File: config.mk
export PLATFORM = sky130hd
export DESIGN_NAME = hazard_scheduler
export DESIGN_NICKNAME = d
export VERILOG_FILES = /design/src/rtl/hazard_scheduler_pkg.sv /design/src/rtl/hazard_decode.sv /design/src/rtl/hazard_scheduler.sv
export SDC_FILE = /design/constraint.sdc
export NUM_CORES = 1
export LEC_CHECK = 0
export ABC_AREA = 1
export CAP_MARGIN = 20
export CORE_MARGIN = 2
export CORE_UTILIZATION = 54
export CTS_CLUSTER_SIZE = 12
export DETAILED_ROUTE_END_ITERATION = 16
export PLACE_DENSITY = 0.8
export SLEW_MARGIN = 20
export SYNTH_ARGS = -nofsm -noshare
export SYNTH_HDL_FRONTEND = slang
export SYNTH_SLANG_ARGS = --single-unit
File: constraint.sdc
create_clock -name clk -period 5 [get_ports clk]
set_input_delay 1.25 -clock clk [delete_from_list [all_inputs] [get_ports clk]]
set_output_delay 1.25 -clock clk [all_outputs]
set_load 0.1 [all_outputs]
File: src/rtl/hazard_scheduler_pkg.sv
// Shared definitions for the pipeline hazard scheduler: opcodes, functs,
// instruction classes, forward-select codes and the scoreboard entry type.
package hazard_scheduler_pkg;

    localparam logic [5:0] OP_RTYPE = 6'h00;
    localparam logic [5:0] OP_JAL   = 6'h03;
    localparam logic [5:0] OP_BEQ   = 6'h04;
    localparam logic [5:0] OP_ADDIU = 6'h09;
    localparam logic [5:0] OP_ORI   = 6'h0d;
    localparam logic [5:0] OP_LUI   = 6'h0f;
    localparam logic [5:0] OP_LW    = 6'h23;
    localparam logic [5:0] OP_SW    = 6'h2b;

    localparam logic [5:0] FN_JR    = 6'h08;
    localparam logic [5:0] FN_MFHI  = 6'h10;
    localparam logic [5:0] FN_MTHI  = 6'h11;
    localparam logic [5:0] FN_MFLO  = 6'h12;
    localparam logic [5:0] FN_MTLO  = 6'h13;
    localparam logic [5:0] FN_MULT  = 6'h18;
    localparam logic [5:0] FN_MULTU = 6'h19;
    localparam logic [5:0] FN_DIV   = 6'h1a;
    localparam logic [5:0] FN_DIVU  = 6'h1b;
    localparam logic [5:0] FN_ADDU  = 6'h21;
    localparam logic [5:0] FN_SUBU  = 6'h23;

    typedef enum logic [3:0] {
        CLS_NOP, CLS_CAL_R, CLS_CAL_I, CLS_LOAD, CLS_STORE, CLS_BEQ,
        CLS_JAL, CLS_JR, CLS_MD, CLS_MF, CLS_MT
    } instr_class_t;

    localparam logic [1:0] FWD_RF = 2'b00;
    localparam logic [1:0] FWD_M  = 2'b01;
    localparam logic [1:0] FWD_W  = 2'b10;

    // Source not read: larger than any Tnew, so it can never cause a stall.
    localparam logic [1:0] TUSE_NONE = 2'd3;

    typedef struct packed {
        logic [4:0] dst;
        logic [1:0] tnew;
        logic [4:0] rs;
        logic [4:0] rt;
        logic       is_md;
        logic       is_div;
    } sb_entry_t;

    function automatic logic [1:0] sat_dec(input logic [1:0] v);
        return (v == 2'd0) ? 2'd0 : v - 2'd1;
    endfunction

endpackage

File: src/rtl/hazard_decode.sv
// Combinational decoder: classifies the D-stage instruction and extracts the
// source/destination registers with their Tuse/Tnew timing.
module hazard_decode
    import hazard_scheduler_pkg::*;
(
    input  logic [31:0]  i_instr,
    output instr_class_t o_class,
    output logic [4:0]   o_rs,
    output logic [4:0]   o_rt,
    output logic [4:0]   o_dst,
    output logic [1:0]   o_tuse_rs,
    output logic [1:0]   o_tuse_rt,
    output logic [1:0]   o_tnew,
    output logic         o_is_div
);

    logic [5:0] w_op;
    logic [5:0] w_funct;
    logic [4:0] w_rs_f;
    logic [4:0] w_rt_f;
    logic [4:0] w_rd_f;
    logic       w_unused_shamt;

    assign w_op           = i_instr[31:26];
    assign w_funct        = i_instr[5:0];
    assign w_rs_f         = i_instr[25:21];
    assign w_rt_f         = i_instr[20:16];
    assign w_rd_f         = i_instr[15:11];
    assign w_unused_shamt = ^i_instr[10:6];

    // Class lookup; unread sources are zeroed so they never match a destination.
    always_comb begin
        o_class   = CLS_NOP;
        o_rs      = 5'd0;
        o_rt      = 5'd0;
        o_dst     = 5'd0;
        o_tuse_rs = TUSE_NONE;
        o_tuse_rt = TUSE_NONE;
        o_tnew    = 2'd0;
        o_is_div  = 1'b0;
        case (w_op)
            OP_RTYPE: begin
                case (w_funct)
                    FN_ADDU, FN_SUBU: begin
                        o_class = CLS_CAL_R;
                        o_rs = w_rs_f; o_tuse_rs = 2'd1;
                        o_rt = w_rt_f; o_tuse_rt = 2'd1;
                        o_dst = w_rd_f; o_tnew = 2'd1;
                    end
                    FN_JR: begin
                        o_class = CLS_JR;
                        o_rs = w_rs_f; o_tuse_rs = 2'd0;
                    end
                    FN_MULT, FN_MULTU, FN_DIV, FN_DIVU: begin
                        o_class = CLS_MD;
                        o_rs = w_rs_f; o_tuse_rs = 2'd1;
                        o_rt = w_rt_f; o_tuse_rt = 2'd1;
                        o_is_div = (w_funct == FN_DIV) || (w_funct == FN_DIVU);
                    end
                    FN_MFHI, FN_MFLO: begin
                        o_class = CLS_MF;
                        o_dst = w_rd_f; o_tnew = 2'd1;
                    end
                    FN_MTHI, FN_MTLO: begin
                        o_class = CLS_MT;
                        o_rs = w_rs_f; o_tuse_rs = 2'd1;
                    end
                    default: o_class = CLS_NOP;
                endcase
            end
            OP_ORI, OP_LUI, OP_ADDIU: begin
                o_class = CLS_CAL_I;
                o_rs = w_rs_f; o_tuse_rs = 2'd1;
                o_dst = w_rt_f; o_tnew = 2'd1;
            end
            OP_LW: begin
                o_class = CLS_LOAD;
                o_rs = w_rs_f; o_tuse_rs = 2'd1;
                o_dst = w_rt_f; o_tnew = 2'd2;
            end
            OP_SW: begin
                o_class = CLS_STORE;
                o_rs = w_rs_f; o_tuse_rs = 2'd1;
                o_rt = w_rt_f; o_tuse_rt = 2'd2;
            end
            OP_BEQ: begin
                o_class = CLS_BEQ;
                o_rs = w_rs_f; o_tuse_rs = 2'd0;
                o_rt = w_rt_f; o_tuse_rt = 2'd0;
            end
            OP_JAL: begin
                o_class = CLS_JAL;
                o_dst = 5'd31; o_tnew = 2'd0;
            end
            default: o_class = CLS_NOP;
        endcase
    end

endmodule

File: src/rtl/hazard_scheduler.sv
// Hazard and forwarding controller for a 5-stage MIPS pipeline. Shadows the
// E/M/W destinations with Tnew countdowns and derives stall, bubble, forward
// selects and the mult/div busy interlock from them.
module hazard_scheduler
    import hazard_scheduler_pkg::*;
#(
    parameter int MULT_CYCLES = 5,
    parameter int DIV_CYCLES  = 10
)(
    input  logic        clk,
    input  logic        reset,
    input  logic [31:0] instr_D,
    output logic        stall_F,
    output logic        stall_D,
    output logic        flush_E,
    output logic [1:0]  ForwardRSD,
    output logic [1:0]  ForwardRTD,
    output logic [1:0]  ForwardRSE,
    output logic [1:0]  ForwardRTE,
    output logic        ForwardRTM,
    output logic        md_busy
);

    localparam logic [3:0] MULT_LOAD = 4'(MULT_CYCLES);
    localparam logic [3:0] DIV_LOAD  = 4'(DIV_CYCLES);

    instr_class_t w_class;
    logic [4:0]   w_rs, w_rt, w_dst;
    logic [1:0]   w_tuse_rs, w_tuse_rt, w_tnew;
    logic         w_is_div;
    sb_entry_t    w_dec_entry;
    sb_entry_t    w_e_aged;
    sb_entry_t    r_sb_e, r_sb_m, r_sb_w;
    logic [3:0]   r_busy_cnt;
    logic         w_md_class, w_stall;
    logic         w_unused_sb;

    hazard_decode u_decode (
        .i_instr   (instr_D),
        .o_class   (w_class),
        .o_rs      (w_rs),
        .o_rt      (w_rt),
        .o_dst     (w_dst),
        .o_tuse_rs (w_tuse_rs),
        .o_tuse_rt (w_tuse_rt),
        .o_tnew    (w_tnew),
        .o_is_div  (w_is_div)
    );

    assign w_md_class  = (w_class == CLS_MD) || (w_class == CLS_MF) || (w_class == CLS_MT);
    assign w_dec_entry = '{dst: w_dst, tnew: w_tnew, rs: w_rs, rt: w_rt,
                           is_md: (w_class == CLS_MD), is_div: w_is_div};
    assign w_unused_sb = ^{r_sb_w.tnew, r_sb_w.rs, r_sb_w.rt, r_sb_w.is_md, r_sb_w.is_div,
                           r_sb_m.rs, r_sb_m.is_md, r_sb_m.is_div};

    // A producer in E or M is still too young if its result appears later than the consumer needs it.
    function automatic logic src_hazard(input logic [4:0] r, input logic [1:0] tuse,
                                        input sb_entry_t e, input sb_entry_t m);
        return (r != 5'd0) &&
               (((e.dst == r) && (e.tnew > tuse)) || ((m.dst == r) && (m.tnew > tuse)));
    endfunction

    // M wins when its value is ready now; otherwise fall back to W, then the regfile.
    function automatic logic [1:0] fwd_sel(input logic [4:0] r, input sb_entry_t m,
                                           input sb_entry_t w);
        if ((r != 5'd0) && (m.dst == r) && (m.tnew == 2'd0)) return FWD_M;
        if ((r != 5'd0) && (w.dst == r))                      return FWD_W;
        return FWD_RF;
    endfunction

    // Stall decision for the instruction in D, including the mult/div interlock.
    always_comb begin
        w_stall = src_hazard(w_rs, w_tuse_rs, r_sb_e, r_sb_m) ||
                  src_hazard(w_rt, w_tuse_rt, r_sb_e, r_sb_m) ||
                  (w_md_class && (r_sb_e.is_md || (r_busy_cnt != 4'd0)));
        w_e_aged      = r_sb_e;
        w_e_aged.tnew = sat_dec(r_sb_e.tnew);
    end

    // Outputs are held at zero for as long as reset is asserted.
    always_comb begin
        stall_F    = 1'b0;
        stall_D    = 1'b0;
        flush_E    = 1'b0;
        ForwardRSD = FWD_RF;
        ForwardRTD = FWD_RF;
        ForwardRSE = FWD_RF;
        ForwardRTE = FWD_RF;
        ForwardRTM = 1'b0;
        md_busy    = 1'b0;
        if (reset) begin
            stall_F    = w_stall;
            stall_D    = w_stall;
            flush_E    = w_stall;
            ForwardRSD = fwd_sel(w_rs, r_sb_m, r_sb_w);
            ForwardRTD = fwd_sel(w_rt, r_sb_m, r_sb_w);
            ForwardRSE = fwd_sel(r_sb_e.rs, r_sb_m, r_sb_w);
            ForwardRTE = fwd_sel(r_sb_e.rt, r_sb_m, r_sb_w);
            ForwardRTM = (r_sb_m.rt != 5'd0) && (r_sb_w.dst == r_sb_m.rt);
            md_busy    = (r_busy_cnt != 4'd0);
        end
    end

    // Scoreboard advances with the pipeline; busy counter reloads when a mult/div leaves E.
    always_ff @(posedge clk) begin
        if (!reset) begin
            r_sb_e     <= '0;
            r_sb_m     <= '0;
            r_sb_w     <= '0;
            r_busy_cnt <= 4'd0;
        end else begin
            r_sb_w <= r_sb_m;
            r_sb_m <= w_e_aged;
            r_sb_e <= w_stall ? '0 : w_dec_entry;
            if (r_sb_e.is_md)
                r_busy_cnt <= r_sb_e.is_div ? DIV_LOAD : MULT_LOAD;
            else if (r_busy_cnt != 4'd0)
                r_busy_cnt <= r_busy_cnt - 4'd1;
        end
    end

endmodule

==> flow_summary.json <==
{
  "place.gp.congestion": 0.908,
  "seq_area_um2": 801,
  "crit_top_cell": "nand2_2",
  "ant_nets": 0,
  "p_leak_nw": 1.97,
  "slew_headroom_pct": 54.3,
  "ys.flop_type": "dfxtp_1",
  "skew_ns": 0.00942,
  "rows": 27,
  "drt-initial-drc-count": 190,
  "required_ns": 3.75,
  "hp-class": "reg -> reg",
  "cap_violations": 0,
  "antenna_found_initial": 0,
  "drv_slew": 0,
  "fin_tns_setup_ns": 0,
  "diodes": 0,
  "drc": 0,
  "worstPathArrival_ns": 3.62,
  "finalNetCount": 572,
  "crit_path_end_kind": "output pin",
  "cts_tree": "done",
  "clk_pin_slew_worst_paths_ns": 0.08,
  "status": "complete, no violations",
  "setup_ws_ns": 0.134,
  "grt.total_usage_pct": 29.1,
  "drt_pass1_iterations": 5,
  "critPathBufInv": 3,
  "path_cells": "dlygate4sd2_1 -> nor2_2 -> buf_4 -> nand3_1 -> nand2_2 -> nand2_2 -> nand3_4 -> ha_4 -> a21oi_1 -> a21oi_2 -> nand2_1 -> a21oi_2 -> nand3_1 -> nand2_1 -> nand2_2 -> a21oi_4 -> buf_12",
  "layout_worst_path_cycle_share_pct": 97.3,
  "synth_edf_count": 0,
  "nFillCells": 432,
  "synth_top_area_share_pct": 26.9,
  "cts.sinks": 40,
  "wl_per_cell_um": 14.1,
  "powerDensity_mw_per_mm2": 217,
  "syn_area_per_cell_um2": 6.66,
  "grt_max_degree": 20,
  "hold_viol": 0,
  "grt_setup_unrepaired": "no",
  "utilization_pct": 75.4,
  "seq_area_frac_synth_pct": 26.9,
  "critical-path-max-stage-delay_ns": 0.31,
  "netlist_area_mm2": 0.00298,
  "tightest_slew_ns": 0.680,
  "multiInputGateArea_mm2": 0.00195,
  "grt_pass1_vias": 3158,
  "dieWidth_um": 78.3,
  "grt_pass1_wl_mm": 14.2,
  "grt-ovfl-total": 0,
  "syn2layout_area_growth_pct": 36.9,
  "ys_types": 40,
  "die_area_mm2": 0.00612,
  "start_util_pct": 55.1,
  "dp_cells": 587,
  "crit_family": "simple AND/OR/NAND/NOR gates",
  "period_minus_slack_ns": 4.87,
  "slowest_stage": "dlygate4sd2_1",
  "vias": 3260,
  "maxClockFrequency_mhz": 206,
  "synth_area_leaders": "dfxtp_1 27%, nand2_1 13%, inv_1 8.4%",
  "syn_nets": 492,
  "crit_type": "in -> out",
  "crit_fanout": 4,
  "ir_worst_vdd_uv": 205,
  "startpoint_type": "input port",
  "cts-htree-levels": 2,
  "vias_per_cell": 5.43,
  "ios": 47,
  "pre_cts_ws_ns": -0.194,
  "clk_latency_ns": 0.30,
  "core_area_mm2": 0.00541,
  "drive_above_1_share_pct": 24.6,
  "port_buffers": 41,
  "synth-seq-cells": 40,
  "dp_hpwl_mm": 6.40,
  "yosysWarnings": 0,
  "cts_root_buf": "clkbuf_8",
  "yosys.area.top_type": "dfxtp_1",
  "cts_buffer_depth": 2,
  "cts-buffers-inserted": 5,
  "syn_inst": 447,
  "wirelength_mm": 8.43,
  "hold_buffers": 0,
  "async_reset_ff_share_pct": 0,
  "setup_viol": 0,
  "final_cells": 600,
  "dieHeight_um": 78.3
}
-- cells in the mapped netlist, drive strengths merged, types with 9 or more instances --
master and n:
o21ai 14, xor2 10, nand3 41, nor2 60
inv 70, nand2 113, nor3 11, ha 11
nand4 9, dfxtp 40, a21oi 27
-- kinds of logic (layout without fill, tap and decap cells) --
group	Yosys count	after routing	share of synthesized area [%]
AND/OR/NAND/NOR	242	242	40.3
buffers and inverters	79	160	11.5
AO/OA/AOI/OAI	59	59	12.0
flip-flops	40	40	26.9
XOR/XNOR	16	16	4.71
adder cells (fa/ha/maj)	11	11	4.62
-- through the flow --
| step | total power, mW | hold slack [ns] | cell area [um2] |
|---|---|---|---|
| after floorplan | 0.516 | 0.400 | 3010 |
| after global placement | 0.601 | 0.410 | 3820 |
| after detailed placement | 0.609 | 0.417 | 3820 |
| after CTS | 0.887 | 0.429 | 4040 |
| after global routing | 0.928 | 0.449 | 4080 |
| final | 0.885 | 0.434 | 4080 |
-- power breakdown --
| group | internal [mW] | total [mW] | switching, mW |
|---|---|---|---|
| logic | 0.108 | 0.267 | 0.159 |
| registers | 0.333 | 0.345 | 0.0121 |
| clock network | 0.150 | 0.273 | 0.123 |
| total | 0.591 | 0.885 | 0.294 |
-- what timing repair did --
item / 4_1_cts / 5_1_grt
setup endpoints to repair: 5 / 5
buffers inserted: 3 / 2
resized for setup: 32 / 16
hold endpoints to repair: 0 / 0
pin swaps: 12 / 16
-- worst paths after layout --
kind	cells past startpoint	endpoint	startpoint	slack, ns
max	17	flush_E	instr_D[2]	0.13
min	1	r_sb_m[12]$_SDFF_PP0_	r_sb_e[12]$_SDFF_PP0_	0.43
max reg2reg	10	r_sb_e[5]$_SDFF_PP0_	r_sb_e[13]$_SDFF_PP0_	2.83
min reg2reg	1	r_sb_m[12]$_SDFF_PP0_	r_sb_e[12]$_SDFF_PP0_	0.43
-- cells in the final DEF (no fill, tap or decap), types with 3 or more instances in the layout --
cell type and count:
a21oi_1 22, a21oi_2 3, buf_12 13, buf_4 39
clkbuf_8 5, clkdlybuf4s15_1 5, clkdlybuf4s50_1 16, dfxtp_1 40
dlygate4sd2_1 3, dlymetal6s2s_1 3, ha_1 9, inv_1 65
inv_2 5, nand2_1 95, nand2_2 15, nand2_4 3
nand3_1 34, nand3_2 3, nand3_4 4, nand4_1 9
nor2_1 35, nor2_2 15, nor2_4 10, nor3_1 10
nor4_1 4, o21ai_0 10, o21ai_1 3, o22ai_1 5
xnor2_1 6, xor2_1 9
-- state kept, by name, summed over array words and instances (netlist names) --
signal and flops:
r_busy_cnt 4, r_sb_e 19, r_sb_m 12, r_sb_w 5
-- per-layer routing --
layer  GRT usage [%]  routed length, um  share of wire, %
met5               0                  0                 0
met2            50.2               4050                48
met3            4.02                576               6.8
met4            12.6                282               3.3
met1            36.3               3520                42
-- cell type report --
| class | count | area share [%] |
|---|---|---|
| multi-input combinational | 328 | 47.8 |
| sequential | 40 | 19.6 |
| inverter | 70 | 6.45 |
| clock buffer | 5 | 1.69 |
| clock inverter | 3 | 1.14 |
| tap | 72 | 2.21 |
| timing repair buffer | 82 | 21.1 |
(Power assumes the default switching activity.)
